--- config.mk ---
export PLATFORM = sky130hd
export DESIGN_NAME = display_scan_mux_flat
export DESIGN_NICKNAME = d
export VERILOG_FILES = /design/src/rtl/display_scan_mux_if.sv /design/src/rtl/display_scan_mux.sv /design/src/flat_wrapper.sv
export SDC_FILE = /design/constraint.sdc
export NUM_CORES = 1
export LEC_CHECK = 0
export CAP_MARGIN = 20
export CORE_ASPECT_RATIO = 1.1
export CORE_MARGIN = 2
export CORE_UTILIZATION = 45
export CTS_CLUSTER_SIZE = 30
export DETAILED_ROUTE_END_ITERATION = 7
export HOLD_SLACK_MARGIN = 0.03
export PLACE_DENSITY = 0.66
export SLEW_MARGIN = 20
export SYNTH_ARGS = -nofsm -noshare
export SYNTH_HDL_FRONTEND = slang
export SYNTH_SLANG_ARGS = --single-unit
--- constraint.sdc ---
create_clock -name i_Clk -period 6 [get_ports i_Clk]
set_input_delay 1.2 -clock i_Clk [delete_from_list [all_inputs] [get_ports i_Clk]]
set_output_delay 1.2 -clock i_Clk [all_outputs]
set_load 0.005 [all_outputs]
--- src/rtl/display_scan_mux_if.sv ---
`default_nettype none
// ============================================================================
// Module      : display_scan_mux_if
// Description : Bundle for display_scan_mux. Carries the value/load/blanking
//               controls into the scanner and the nibble, anode enables,
//               slot index and frame pulse out of it.
//   i_Valor        4*N_DIGITS  value to show, digit 0 in bits [3:0]
//   i_Cargar       1           one-cycle load strobe
//   i_Blank_Ceros  1           leading-zero blanking enable
//   o_Nibble       4           nibble for the 7-segment decoder
//   o_Anodos       N_DIGITS    digit enables
//   o_Digito       3           current slot index
//   o_Frame        1           pulse when the slot index wraps to 0
//   Modports: master = value source / display side, slave = scanner.
// Revision    : 1.0 - initial release
// ============================================================================
interface display_scan_mux_if #(
  parameter int N_DIGITS = 4
);
  logic [4*N_DIGITS-1:0] i_Valor;
  logic                  i_Cargar;
  logic                  i_Blank_Ceros;
  logic [3:0]            o_Nibble;
  logic [N_DIGITS-1:0]   o_Anodos;
  logic [2:0]            o_Digito;
  logic                  o_Frame;

  modport master (
    output i_Valor, i_Cargar, i_Blank_Ceros,
    input  o_Nibble, o_Anodos, o_Digito, o_Frame
  );

  modport slave (
    input  i_Valor, i_Cargar, i_Blank_Ceros,
    output o_Nibble, o_Anodos, o_Digito, o_Frame
  );
endinterface
`default_nettype wire

--- src/rtl/display_scan_mux.sv ---
`default_nettype none
// ============================================================================
// Module      : display_scan_mux
// Description : Time-multiplexes an N-digit hex value onto a shared segment
//               bus. Loads are frame-synchronous (shadow -> display register
//               at the wrap to slot 0), each slot opens with DEAD_CYCLES of
//               all-anodes-off, and leading zeros can be blanked.
//   i_Clk    : system clock
//   i_Reset  : synchronous active-high reset
//   bus      : display_scan_mux_if.slave (value, load, blank in;
//              nibble, anodes, slot index, frame pulse out)
// Revision    : 1.0 - initial release
// ============================================================================
module display_scan_mux #(
  parameter int N_DIGITS         = 4,
  parameter int REFRESH_DIV      = 100000,
  parameter int DEAD_CYCLES      = 1000,
  parameter bit ANODE_ACTIVE_LOW = 1'b1
) (
  input  wire logic         i_Clk,
  input  wire logic         i_Reset,
  display_scan_mux_if.slave bus
);

  localparam int c_PW = $clog2(REFRESH_DIV);
  localparam int c_IW = $clog2(N_DIGITS);
  localparam int c_W  = 4 * N_DIGITS;

  localparam logic [c_PW-1:0]     c_PRESC_LAST = c_PW'(REFRESH_DIV - 1);
  localparam logic [c_IW-1:0]     c_IDX_LAST   = c_IW'(N_DIGITS - 1);
  localparam logic [N_DIGITS-1:0] c_ANODES_OFF = {N_DIGITS{ANODE_ACTIVE_LOW}};

  typedef enum logic {
    SLOT_DEAD = 1'b0,
    SLOT_ON   = 1'b1
  } slot_e;

  logic [c_PW-1:0]     presc_q,  presc_d;
  logic [c_IW-1:0]     idx_q,    idx_d;
  logic [c_W-1:0]      shadow_q, shadow_d;
  logic [c_W-1:0]      disp_q,   disp_d;
  logic                pend_q,   pend_d;
  logic [3:0]          nibble_q, nibble_d;
  logic [N_DIGITS-1:0] anodes_q, anodes_d;
  logic                frame_q,  frame_d;

  logic                w_wrap;
  logic                w_frame_wrap;
  logic                w_dead;
  slot_e               w_slot;
  logic [3:0]          w_digits [N_DIGITS];
  logic [N_DIGITS-1:0] w_blanked;
  logic                w_upper_zero;
  logic [N_DIGITS-1:0] w_en;

  // Prescaler and slot index
  always_comb begin
    w_wrap       = (presc_q == c_PRESC_LAST);
    w_frame_wrap = w_wrap && (idx_q == c_IDX_LAST);
    presc_d      = w_wrap ? '0 : presc_q + 1'b1;
    idx_d        = idx_q;
    if (w_wrap) begin
      idx_d = (idx_q == c_IDX_LAST) ? '0 : idx_q + 1'b1;
    end
    frame_d = w_frame_wrap;
  end

  // Load path. A strobe on the frame-wrap edge bypasses the shadow so the
  // new value is visible in the frame that is just starting.
  always_comb begin
    shadow_d = shadow_q;
    disp_d   = disp_q;
    pend_d   = pend_q;
    if (bus.i_Cargar && w_frame_wrap) begin
      disp_d = bus.i_Valor;
      pend_d = 1'b0;
    end else if (bus.i_Cargar) begin
      shadow_d = bus.i_Valor;
      pend_d   = 1'b1;
    end else if (w_frame_wrap && pend_q) begin
      disp_d = shadow_q;
      pend_d = 1'b0;
    end
  end

  // Outputs are computed from next-state values so that nibble, index and
  // anodes all update on the same edge.
  generate
    if (DEAD_CYCLES > 0) begin : g_dead
      assign w_dead = (presc_d < c_PW'(DEAD_CYCLES));
    end else begin : g_no_dead
      assign w_dead = 1'b0;
    end
  endgenerate

  always_comb begin
    for (int k = 0; k < N_DIGITS; k++) begin
      w_digits[k] = disp_d[4*k +: 4];
    end
  end

  // Digit k > 0 is blanked when it and every digit above it are zero.
  always_comb begin
    w_blanked    = '0;
    w_upper_zero = 1'b1;
    for (int k = N_DIGITS - 1; k > 0; k--) begin
      w_upper_zero = w_upper_zero && (w_digits[k] == 4'h0);
      w_blanked[k] = bus.i_Blank_Ceros && w_upper_zero;
    end
  end

  always_comb begin
    w_slot   = w_dead ? SLOT_DEAD : SLOT_ON;
    w_en     = '0;
    nibble_d = w_digits[idx_d];
    if ((w_slot == SLOT_ON) && !w_blanked[idx_d]) begin
      w_en[idx_d] = 1'b1;
    end
    anodes_d = ANODE_ACTIVE_LOW ? ~w_en : w_en;
  end

  always_ff @(posedge i_Clk) begin
    if (i_Reset) begin
      presc_q  <= '0;
      idx_q    <= '0;
      shadow_q <= '0;
      disp_q   <= '0;
      pend_q   <= 1'b0;
      nibble_q <= 4'h0;
      anodes_q <= c_ANODES_OFF;
      frame_q  <= 1'b0;
    end else begin
      presc_q  <= presc_d;
      idx_q    <= idx_d;
      shadow_q <= shadow_d;
      disp_q   <= disp_d;
      pend_q   <= pend_d;
      nibble_q <= nibble_d;
      anodes_q <= anodes_d;
      frame_q  <= frame_d;
    end
  end

  assign bus.o_Nibble = nibble_q;
  assign bus.o_Anodos = anodes_q;
  assign bus.o_Digito = 3'(idx_q);
  assign bus.o_Frame  = frame_q;

endmodule
`default_nettype wire

--- src/flat_wrapper.sv ---
// flat-port wrapper written by rule: the top's interface ports become plain ports
module display_scan_mux_flat 
#(
  parameter int N_DIGITS         = 4,
  parameter int REFRESH_DIV      = 100000,
  parameter int DEAD_CYCLES      = 1000,
  parameter bit ANODE_ACTIVE_LOW = 1'b1
)
  (i_Clk, i_Reset, bus_i_Valor, bus_i_Cargar, bus_i_Blank_Ceros, bus_o_Nibble, bus_o_Anodos, bus_o_Digito, bus_o_Frame);
  display_scan_mux_if #(.N_DIGITS(N_DIGITS)) bus_i ();
  input  wire logic i_Clk;
  input  wire logic i_Reset;
  input wire logic [$bits(bus_i.i_Valor)-1:0] bus_i_Valor;
  input wire logic [$bits(bus_i.i_Cargar)-1:0] bus_i_Cargar;
  input wire logic [$bits(bus_i.i_Blank_Ceros)-1:0] bus_i_Blank_Ceros;
  output wire logic [$bits(bus_i.o_Nibble)-1:0] bus_o_Nibble;
  output wire logic [$bits(bus_i.o_Anodos)-1:0] bus_o_Anodos;
  output wire logic [$bits(bus_i.o_Digito)-1:0] bus_o_Digito;
  output wire logic [$bits(bus_i.o_Frame)-1:0] bus_o_Frame;
  assign bus_i.i_Valor = bus_i_Valor;
  assign bus_i.i_Cargar = bus_i_Cargar;
  assign bus_i.i_Blank_Ceros = bus_i_Blank_Ceros;
  assign bus_o_Nibble = bus_i.o_Nibble;
  assign bus_o_Anodos = bus_i.o_Anodos;
  assign bus_o_Digito = bus_i.o_Digito;
  assign bus_o_Frame = bus_i.o_Frame;
  display_scan_mux #(.N_DIGITS(N_DIGITS), .REFRESH_DIV(REFRESH_DIV), .DEAD_CYCLES(DEAD_CYCLES), .ANODE_ACTIVE_LOW(ANODE_ACTIVE_LOW)) u_core (.i_Clk(i_Clk), .i_Reset(i_Reset), .bus(bus_i));
endmodule
Word level (Yosys, flattened, before mapping)
Index checks and enable logic that the tools add are counted. W data, S select, Z words.

Register bits: 61. Input bits: 20. Output and inout bits: 12. Logic and storage cells: 53.

Add/subtract/negate cells: 2. $lt $le $gt $ge: 4. Eq/ne operators: 2. Multiplexer cells: 17. Bitwise logic cells: 3. Reductions and logical operators: 17.

Operators with widths (count): $mux W16 (3); $add A17 B1 Y17 const B (1); $eq A17 B17 Y1 const B (1); $lt A17 B10 Y1 const B (1); $mux W17 (1); $logic_not A4 Y1 (3); $mux W4 (3); $logic_and A1 B1 Y1 (10); $bmux W4 S2 (1); $mux W1 (5); $mux W2 (2); $not A4 Y4 (1); $ge A3 B3 Y1 const B (1); $lt A2 B3 Y1 const B (1); $not A2 Y3 (1); $add A2 B1 Y2 const B (1); $bmux W1 S2 (1); $demux W1 S2 (1); $eq A2 B2 Y1 const B (1); $ge A2 B1 Y1 const B (1); $reduce_and A2 Y1 (1); $reduce_bool A2 Y1 (1); $reduce_or A2 Y1 (1); $logic_not A1 Y1 (1); $not A1 Y1 (1).

Longest topological paths before layout
Gate-level depths: netlist of run 1.

Depth in word-level cells: 16. Gate-level depth with buffers: 11.

Worst setup path after synthesis of run 1
No wires, ideal clock.

Path kind: input port to flip-flop. From: input port bus_i_Cargar. To: register u_core.anodes_q[2], in the netlist u_core.bus.o_Anodos[2]. Setup time: 0.064 ns. Arrival: 2.860 ns. Data required time: 5.936 ns. Setup slack: 3.076 ns. Stages on the path: 8. Path buffers: 1. Path through: clkbuf_1 -> or3_1 -> o41a_1 -> o221a_4 -> o31ai_2 -> nand4b_1 -> or4_4 -> nand3_1.

Longest elaborated chain between the ends: 12.

RTL lines: start: declaration (RTL line flat_wrapper.sv:14) `input wire logic [$bits(bus_i.i_Cargar)-1:0] bus_i_Cargar;`; $mux W16 or $logic_and A1 B1 Y1 (tied branches) (RTL line display_scan_mux.sv:77, display_scan_mux.sv:74); $mux W16 (*) (RTL line display_scan_mux.sv:74) `if (bus.i_Cargar && w_frame_wrap) begin`; $logic_not A4 Y1 (RTL line display_scan_mux.sv:107) `w_upper_zero = w_upper_zero && (w_digits[k] == 4'h0);`; $logic_and A1 B1 Y1 (2 in series) (RTL line display_scan_mux.sv:107); $logic_and A1 B1 Y1 (RTL line display_scan_mux.sv:108) `w_blanked[k] = bus.i_Blank_Ceros && w_upper_zero;`; $bmux W1 S2 (*) (RTL line display_scan_mux.sv:116) `if ((w_slot == SLOT_ON) && !w_blanked[idx_d]) begin`; $mux W1 (not written as such) (*) (RTL line display_scan_mux.sv:116); $logic_not A1 Y1 (*) (RTL line display_scan_mux.sv:116); $logic_and A1 B1 Y1 (*) (RTL line display_scan_mux.sv:116); $mux W4 (*) (RTL line display_scan_mux.sv:116); $not A4 Y4 (*) (RTL line display_scan_mux.sv:119) `anodes_d = ANODE_ACTIVE_LOW ? ~w_en : w_en;`; end signal: assignment (RTL line display_scan_mux.sv:130) `anodes_q <= c_ANODES_OFF;`; end signal: assignment (RTL line display_scan_mux.sv:139) `anodes_q <= anodes_d;`; end: declaration (RTL line display_scan_mux.sv:44) `logic [N_DIGITS-1:0] anodes_q, anodes_d;`.

Every way passes the cells marked *; elsewhere a longest branch is shown, timed or not. The select of a mux whose other input is x is not followed. A chain may end at the register's enable or synchronous reset.

Worst setup path after layout of run 1
Ends and elaborated chain as after synthesis.

==> impl_metrics.csv, run 1 <==
group,metric,value,unit
placement,pre_cts_slack,2.10,ns
outcome,status,"finished, final reports clean",
sta,relSlewSlack,0.422,
grt,grt_max_degree,48,
power_and_ir_drop,p_sw_frac,0.235,
sta,hold_viol_final,0,
synthesis,synth_ff_type,"dfxtp_1",
grt,grt.overflow.total,0,
route,wire_per_inst,15.7,um
grt,grt_pass1_vias,2464,
clocking,ctsRootBufferMaster,"clkbuf_8",
route,wirelength,7.32,mm
power_and_ir_drop,peakVddDrop,0.119,mV
synthesis,synth.yosys.seq_area_share,0.412,
sta,worst_pin_slew,0.864,ns
grt,antenna_found_initial,0,
sta,period_minus_slack,3.57,ns
sta,finalClockSkew,0.00676,ns
clocking,cts-htree-levels,3,
cells_and_area,areaGrowthSynthToFinish,16.5,%
power_and_ir_drop,p_seq_frac,0.505,
clocking,postCtsSetupBuffers,0,
floorplanning,core,6480,um^2
sta,slew_violations,0,
floorplanning,dieWidth,81.4,um
power_and_ir_drop,leakage,1.24,nW
setup_path,path_cells,"clkdlybuf4s50_1 > nand4_1 > o221a_4 > o31ai_2 > nand4b_1 > or4_4 > nand3_1",
clocking,cts_buffers,9,
power_and_ir_drop,power_switching,0.000196,W
floorplanning,initial_utilization,0.458,
grt,grt_usage,0.217,
setup_path,cp-end-kind,"flip-flop",
setup_path,crit_buf_inv,1,
setup_path,ff2ff_path_depth,9,
power_and_ir_drop,power_density,242,nW/um^2
clocking,clock_latency,0.34,ns
cells_and_area,fill_cells,645,
floorplanning,io_pins,32,
synthesis,syn_nets,382,
setup_path,crit_family,"simple AND/OR/NAND/NOR gates",
floorplanning,chipHeight,89.1,um
placement,gp_congestion,0.873,
power_and_ir_drop,p_int,0.000639,W
sta,period_share,0.595,
synthesis,avgSynthCellArea,8.24,um^2
sta,finalWorstSetupSlack,2.43,ns
sta,setup_viol,0,
floorplanning,rows,31,
setup_path,crit_cells,7,
setup_path,startpoint_type,"input port",
flow_run,drv_cap,0,
placement,io_buffers,30,
floorplanning,dieArea,7260,um^2
clocking,cts_tree,"yes",
clocking,cts_buffer_depth,2,
power_and_ir_drop,clkPwrFrac,0.436,
cells_and_area,regArea,1220,um^2
setup_path,cp.arrival,3.84,ns
clocking,clkSinkCount,61,
cells_and_area,insertedDiodeCount,0,
synthesis,synth_edf_count,0,
worst_hold_path,hold_path.class,"flip-flop to flip-flop",
cells_and_area,drive_above_1_share,0.0862,
setup_path,critPathMaxStageDelay,0.62,ns
clocking,clk_pin_slew,0.07,ns
synthesis,synth.cell_area,2970,um^2
cells_and_area,multiInputGateArea,1620,um^2
synthesis,ys_ff_latch,61,
sta,max_freq,0.280,GHz
setup_path,cp.required,6.28,ns
route,antenna_left,0,
route,routed_via_density,5.63,
worst_hold_path,holdPathStages,2,
synthesis,async_reset_ff_frac,0,
clocking,hold_buffers,0,
grt,grt_pass1_wl,11.9,mm
power_and_ir_drop,pwr-share-comb,0.060,
clocking,ctsResizeCount,0,
synthesis,yosys_warnings,0,
sta,rsz0062_at_grt,"false",
route,drt_iter0_drc,181,
setup_path,slowest_stage,"clkdlybuf4s50_1",
route,drt_pre_antenna_iters,4,
synthesis,yosysUniqueCellTypes,61,
setup_path,cp_max_fo,12,
sta,fin_tns_setup,0,ns
cells_and_area,fin_util,0.533,
synthesis,synthCells,360,
setup_path,critPathKind,"input port to flip-flop",
placement,hpwl,5.01,mm
cells_and_area,final_nets,400,
route,vias,2617,
route,drc_errors,0,
## layout make-up
type	instances	share of cell area
clock buffer	12	0.0420
clock inverter	4	0.0138
inverter	4	0.00435
multi-input combinational	271	0.468
sequential	61	0.353
tap	82	0.0297
timing repair buffer	31	0.0891
## worst min-delay path, delay by kind of cell (launching register included)
family / cells / cell delay [ns]
DFF: 1 / 0.31
and+or+nand+nor: 1 / 0.05
AOI/OAI and AO/OA: 1 / 0.05
## cells in the mapped netlist (all sizes together) (3+ instances only)
master	number	area (um^2)
and3	5	31.3
or3	4	30.0
nand3b	4	30.0
o22a	3	26.3
a211oi	4	30.0
a31oi	4	25.0
mux2i	3	30.0
xnor2	6	52.6
clkbuf	16	61.3
xor2	8	70.1
o21ai	12	60.1
nand3	13	65.1
nand2	52	203
a21o	3	22.5
and2	5	31.3
nor2b	7	43.8
dfxtp	61	1220
a21oi	28	140
nor4	5	37.5
o22ai	19	125
nor2	38	143
inv	4	15.0
nor3	10	61.3
nand4	4	31.3
or4	3	30.0
buf	8	55.1
o221a	4	53.8
## metrics by stage
step           total power (W)  hold slack, ns  area (um^2)  cells
3_3_place_gp          0.000479           0.445         3260    449
6_report              0.000835           0.459         3450    465
2_1_floorplan         0.000457           0.431         2970    360
3_5_place_dp          0.000480           0.450         3260    449
5_1_grt               0.000863           0.474         3450    465
4_1_cts               0.000839           0.468         3450    465
## sequential cells by signal, summed over array words and instances, names as in the netlist
register and flops:
u_core.presc_q 17, u_core.disp_q 16, u_core.shadow_q 16, u_core.bus.o_Anodos 4, u_core.bus.o_Nibble 4, u_core.idx_q 2, u_core.bus.o_Frame 1, u_core.pend_q 1
## metal layers
layer / global-route usage / routed length (um) / up-vias / share of wire
li1: - / - / 1333 / -
met1: 0.260 / 3170 / 1218 / 0.43
met2: 0.376 / 3710 / 49 / 0.51
met3: 0.0394 / 263 / 17 / 0.036
met4: 0.103 / 178 / 0 / 0.024
met5: 0 / 0 / - / 0
## cells in the final DEF, fill, tap and decap left out, drive strengths merged, types with 4 or more instances in the layout
master | netlist | routed
dfxtp | 61 | 61
nand2 | 52 | 52
nor2 | 38 | 38
clkdlybuf4s50 | 0 | 30
a21oi | 28 | 28
o22ai | 19 | 19
nand3 | 13 | 13
o21ai | 12 | 12
clkbuf | 16 | 12
nor3 | 10 | 10
xor2 | 8 | 8
nor2b | 7 | 7
xnor2 | 6 | 6
and3 | 5 | 5
nor4 | 5 | 5
and2 | 5 | 5
inv | 4 | 4
nand3b | 4 | 4
a31oi | 4 | 4
a211oi | 4 | 4
nand4 | 4 | 4
or3 | 4 | 4
o221a | 4 | 4
## final timing paths
kind	end	from	slack, ns
worst min-delay path	u_core.shadow_q[10]	u_core.shadow_q[10]	0.46
worst max register to register	u_core.bus.o_Anodos[2]	u_core.presc_q[0]	2.63
worst min register to register	u_core.shadow_q[10]	u_core.shadow_q[10]	0.46
worst max-delay path	u_core.bus.o_Anodos[2]	bus_i_Cargar	2.43
## kinds of logic after synthesis
family	synth area share
AND/OR/NAND/NOR	0.286
AO/OA/AOI/OAI	0.197
flip-flops	0.412
buffers and inverters	0.0443
XOR/XNOR	0.0414
multiplexers	0.0101
adder cells (fa/ha/maj)	0.00844
other	0.00126
## power by group through the flow
stage | Combinational, W | Sequential [W] | Clock [W]
floorplan | 0.0000311 | 0.000426 | 0
global placement | 0.0000492 | 0.000430 | 0
detailed placement | 0.0000498 | 0.000430 | 0
CTS | 0.0000501 | 0.000421 | 0.000368
global route | 0.0000558 | 0.000422 | 0.000386
finish | 0.0000501 | 0.000421 | 0.000364
No activity file was read; power rests on OpenSTA's default activity.
==> run 2, diff against run 1 <==
--- a/config.mk
+++ b/config.mk
@@ -12,7 +12,7 @@
 export CTS_CLUSTER_SIZE = 30
 export DETAILED_ROUTE_END_ITERATION = 7
 export HOLD_SLACK_MARGIN = 0.03
-export PLACE_DENSITY = 0.66
+export PLACE_DENSITY = 0.68
 export SLEW_MARGIN = 20
 export SYNTH_ARGS = -nofsm -noshare
 export SYNTH_HDL_FRONTEND = slang
==> constraint.sdc (replaced) <==
create_clock -name i_Clk -period 2.87 [get_ports i_Clk]
set_input_delay 0.574 -clock i_Clk [delete_from_list [all_inputs] [get_ports i_Clk]]
set_output_delay 0.574 -clock i_Clk [all_outputs]
set_load 0.005 [all_outputs]
==> impl_metrics.csv, run 2 (same netlist as run 1, synthesis figures left out) <==
group,metric,value,unit
grt,grt_max_degree,39,
grt,grt.overflow.total,0,
grt,grt_pass1_wl,12.2,mm
power_and_ir_drop,leakage,1.36,nW
setup_path,cp.arrival,2.96,ns
setup_path,startpoint_type,"flip-flop",
clocking,ctsRootBufferMaster,"clkbuf_8",
setup_path,cp.required,3.15,ns
floorplanning,dieArea,7260,um^2
sta,hold_viol_final,0,
clocking,postCtsSetupBuffers,0,
cells_and_area,largest_reg_flops,17,
route,wirelength,7.52,mm
power_and_ir_drop,peakVddDrop,0.268,mV
floorplanning,rows,31,
floorplanning,io_pins,32,
sta,max_freq,0.373,GHz
sta,finalWorstSetupSlack,0.188,ns
cells_and_area,final_cell_mix,"dfxtp_1 (61), nand2_1 (49), nor2_1 (38), clkdlybuf4s50_1 (30), a21oi_1 (28)",
route,routed_via_density,5.73,
grt,grt_usage,0.220,
clocking,clkSinkCount,61,
outcome,status,"finished, final reports clean",
clocking,cts_tree,"yes",
setup_path,cp_max_fo,11,
sta,setup_viol,0,
cells_and_area,final_nets,419,
clocking,cts_buffer_depth,2,
sta,finalClockSkew,0.00523,ns
cells_and_area,largest_register,"u_core.presc_q",
cells_and_area,final_common_cell,"dfxtp_1",
clocking,clk_pin_slew,0.07,ns
sta,worst_pin_slew,0.596,ns
flow_run,drv_cap,0,
route,wire_per_inst,15.5,um
cells_and_area,regArea,1220,um^2
cells_and_area,drive_above_1_share,0.129,
route,drt_pre_antenna_iters,5,
route,vias,2773,
route,drt_iter0_drc,134,
clocking,ctsResizeCount,0,
floorplanning,dieWidth,81.4,um
setup_path,critPathKind,"flip-flop to flip-flop",
grt,antenna_found_initial,0,
floorplanning,initial_utilization,0.458,
route,antenna_left,0,
cells_and_area,areaGrowthSynthToFinish,22.0,%
placement,pre_cts_slack,0.143,ns
sta,hold_slack,0.457,ns
cells_and_area,fill_cells,617,
clocking,cts-htree-levels,3,
grt,grt_pass1_vias,2576,
placement,hpwl,5.44,mm
placement,gp_congestion,0.956,
clocking,hold_buffers,0,
power_and_ir_drop,report.power.total,0.00175,W
clocking,cts_buffers,9,
clocking,clock_latency,0.34,ns
worst_hold_path,hold_path.class,"flip-flop to flip-flop",
cells_and_area,multiInputGateArea,1610,um^2
cells_and_area,insertedDiodeCount,0,
power_and_ir_drop,power_density,483,nW/um^2
route,drc_errors,0,
sta,slew_violations,0,
sta,period_share,0.935,
setup_path,cp-end-kind,"flip-flop",
sta,fin_tns_setup,0,ns
placement,io_buffers,30,
sta,period_minus_slack,2.68,ns
floorplanning,core,6480,um^2
sta,rsz0062_at_grt,"false",
floorplanning,chipHeight,89.1,um
cells_and_area,reg_top3,"u_core.presc_q (17), u_core.disp_q (16), u_core.shadow_q (16)",
sta,relSlewSlack,0.602,
## run 2: layer usage
metal | wire length [um] | track usage | vias to the layer above | part of all wire
met5 | 0 | 0 | - | 0
met4 | 230 | 0.111 | 0 | 0.031
met3 | 367 | 0.0384 | 25 | 0.049
met2 | 3750 | 0.383 | 78 | 0.50
met1 | 3170 | 0.259 | 1304 | 0.42
li1 | - | - | 1366 | -
## run 2: worst paths after layout
check,cells past startpoint,to,slack [ns],startpoint
setup / recovery,9,u_core.bus.o_Anodos[2],0.19,u_core.presc_q[0]
hold / removal,2,u_core.shadow_q[10],0.46,u_core.shadow_q[10]
setup reg to reg,9,u_core.bus.o_Anodos[2],0.19,u_core.presc_q[0]
hold reg to reg,2,u_core.shadow_q[10],0.46,u_core.shadow_q[10]
## run 2: stage by stage
step           std cells  utilization  area (um^2)
3_5_place_dp         468        0.529         3430
2_1_floorplan        360            -         2970
4_1_cts              484        0.559         3620
3_3_place_gp         468        0.529         3430
6_report             484        0.559         3620
5_1_grt              484        0.559         3620
## run 2: critical path: stages, from the launching register on
cell and delay, ns:
dfxtp_1 0.38, ha_1 0.19, and4_1 0.29, and3_1 0.24
nand4_1 0.20, buf_12 0.21, o221a_1 0.26, nand4b_1 0.21
or4_4 0.54, nand3_1 0.10
## run 2: cell type report
class,count,area share
Clock buffer,11,0.0391
Clock inverter,5,0.0138
Inverter,4,0.00415
Multi-Input combinational cell,271,0.446
Sequential cell,61,0.337
Tap cell,82,0.0284
Timing Repair Buffer,50,0.131
## run 2: where the power goes
group / internal (W) / switching, W
Sequential: 0.000863 / 0.0000112
Clock: 0.000419 / 0.000332
Combinational: 0.0000574 / 0.0000631
==> run 3, diff against run 2 <==
--- a/config.mk
+++ b/config.mk
@@ -5,9 +5,10 @@
 export SDC_FILE = /design/constraint.sdc
 export NUM_CORES = 1
 export LEC_CHECK = 0
+export ABC_CLOCK_PERIOD_IN_PS = 2870
 export CAP_MARGIN = 20
 export CORE_ASPECT_RATIO = 1.1
-export CORE_MARGIN = 2
+export CORE_MARGIN = 1
 export CORE_UTILIZATION = 45
 export CTS_CLUSTER_SIZE = 30
 export DETAILED_ROUTE_END_ITERATION = 7
==> impl_metrics.csv, run 3 (same netlist as run 1, synthesis figures left out) <==
group,metric,value,unit
outcome,status,"finished, final reports clean",
cells_and_area,final_cell_mix,"dfxtp_1 (61), nand2_1 (49), nor2_1 (37), clkdlybuf4s50_1 (30), a21oi_1 (28)",
power_and_ir_drop,power_density,539,nW/um^2
setup_path,r2r_slack,0.19,ns
setup_path,critPathKind,"flip-flop to flip-flop",
grt,grt_pass1_wl,12.3,mm
floorplanning,dieArea,6920,um^2
sta,rsz0062_at_grt,"false",
cells_and_area,insertedDiodeCount,0,
route,drt_pre_antenna_iters,4,
route,routed_via_density,5.72,
clocking,ctsRootBufferMaster,"clkbuf_8",
sta,max_freq,0.374,GHz
placement,io_buffers,30,
clocking,cts_buffer_depth,2,
route,drt_iter0_drc,217,
cells_and_area,largest_reg_flops,17,
grt,grt_pass1_vias,2547,
cells_and_area,drive_above_1_share,0.124,
clocking,clock_latency,0.35,ns
placement,placedCellCount,460,
route,wirelength,7.63,mm
setup_path,crit-reg2reg-capture,"u_core.bus.o_Anodos[1]",
sta,slew_violations,0,
worst_hold_path,holdPathStages,2,
power_and_ir_drop,leakage,1.35,nW
worst_hold_path,holdPathEnd,"u_core.shadow_q[10]",
sta,fin_tns_setup,0,ns
floorplanning,core,6270,um^2
route,vias,2722,
clocking,clk_pin_slew,0.07,ns
grt,grt_usage,0.235,
clocking,postCtsSetupBuffers,0,
floorplanning,rows,30,
setup_path,ff2ff_path_depth,9,
placement,hpwl,5.35,mm
sta,finalClockSkew,0.0102,ns
placement,gp_congestion,0.894,
setup_path,r2r_start,"u_core.presc_q[0]",
sta,worst_pin_slew,0.704,ns
floorplanning,io_pins,32,
floorplanning,chipHeight,87.1,um
grt,antenna_found_initial,0,
cells_and_area,stdcell_count,476,
sta,hold_viol_final,0,
sta,setup_viol,0,
grt,grt_max_degree,37,
route,wire_per_inst,16.0,um
setup_path,cp_max_fo,8,
floorplanning,initial_utilization,0.473,
setup_path,cp-end-kind,"flip-flop",
sta,relSlewSlack,0.517,
sta,period_minus_slack,2.68,ns
cells_and_area,final_common_cell,"dfxtp_1",
cells_and_area,final_nets,413,
setup_path,startpoint_type,"flip-flop",
clocking,cts_tree,"yes",
clocking,clkSinkCount,61,
clocking,cts_buffers,9,
cells_and_area,largest_register,"u_core.presc_q",
route,drc_errors,0,
setup_path,cp.required,3.16,ns
sta,period_share,0.932,
worst_hold_path,hold_path.class,"flip-flop to flip-flop",
power_and_ir_drop,peakVddDrop,0.466,mV
grt,grt.overflow.total,0,
cells_and_area,reg_top3,"u_core.presc_q (17), u_core.disp_q (16), u_core.shadow_q (16)",
flow_run,drv_cap,0,
clocking,cts-htree-levels,3,
setup_path,cp.arrival,2.97,ns
clocking,hold_buffers,0,
floorplanning,dieWidth,79.4,um
cells_and_area,areaGrowthSynthToFinish,22.8,%
worst_hold_path,hold_start,"u_core.shadow_q[10]",
route,antenna_left,0,
-- run 3: cell types whose count changed in the layout (fill, tap and decap cells not counted) --
cell	previous run	this run
bufinv_16	1	3
nor2_1	38	37
clkinv_4	0	1
clkbuf_1	1	0
clkinv_2	4	0
clkinvlp_4	0	1
clkbuf_8	10	11
buf_4	18	12
nor2_2	0	1
and4_1	2	1
and4_4	0	1
-- run 3: area by class of cell --
cell class | count | area (um^2)
inverters | 4 | 15.0
flip-flops and latches | 61 | 1220
clock buffers | 11 | 151
well taps | 80 | 100
multi-input cells | 271 | 1620
clock inverters | 5 | 106
fillers | 592 | 2630
repair buffers | 44 | 430
-- run 3: timing repair --
action | CTS | global route
setup endpoints to repair | 0 | 4
gates resized for setup | 0 | 2
hold endpoints to repair | 0 | 0
-- run 3: per-stage QoR --
stage,area (um^2),power (W),worst slack (ns),utilization,hold slack (ns)
2_1_floorplan,2970,0.000955,0.276,-,0.431
3_3_place_gp,3380,0.00101,0.125,0.539,0.445
3_5_place_dp,3380,0.00101,0.117,0.540,0.450
4_1_cts,3640,0.00198,0.101,0.581,0.461
5_1_grt,3640,0.00203,0.00760,0.581,0.480
6_report,3640,0.00196,0.194,0.581,0.459
-- run 3: routing by layer --
| layer | GRT usage | part of all wire |
|---|---|---|
| met3 | 0.0461 | 0.052 |
| met4 | 0.121 | 0.028 |
| met1 | 0.265 | 0.42 |
| met2 | 0.417 | 0.50 |
| met5 | 0 | 0 |
-- run 3: worst max-delay path, cell delays in order, from the launching register on --
cell      delay, ns
dfxtp_1        0.38
ha_1           0.20
and4_4         0.29
nand4_2        0.18
o41a_1         0.42
o221a_4        0.13
o31ai_2        0.21
nand4b_1       0.17
or4_4          0.55
nand3_1        0.09
-- run 3: worst max-delay path by stage --
| stage | from | to | cells past startpoint |
|---|---|---|---|
| 2_1_floorplan | u_core.presc_q[0] | u_core.bus.o_Anodos[2] | 10 |
| 3_3_place_gp | bus_i_Cargar | u_core.shadow_q[11] | 6 |
| 3_5_place_dp | u_core.presc_q[0] | u_core.bus.o_Anodos[1] | 9 |
| 4_1_cts | u_core.presc_q[0] | u_core.bus.o_Anodos[1] | 9 |
| 5_1_grt | u_core.presc_q[0] | u_core.bus.o_Anodos[2] | 9 |
| 6_report | u_core.presc_q[0] | u_core.bus.o_Anodos[1] | 9 |
-- run 3: power breakdown --
group          total [W]  switching, W  internal, W  leakage [nW]
sequential      0.000874     0.0000113     0.000863         0.495
clock           0.000971      0.000345     0.000625         0.126
combinational   0.000119     0.0000630    0.0000556         0.724
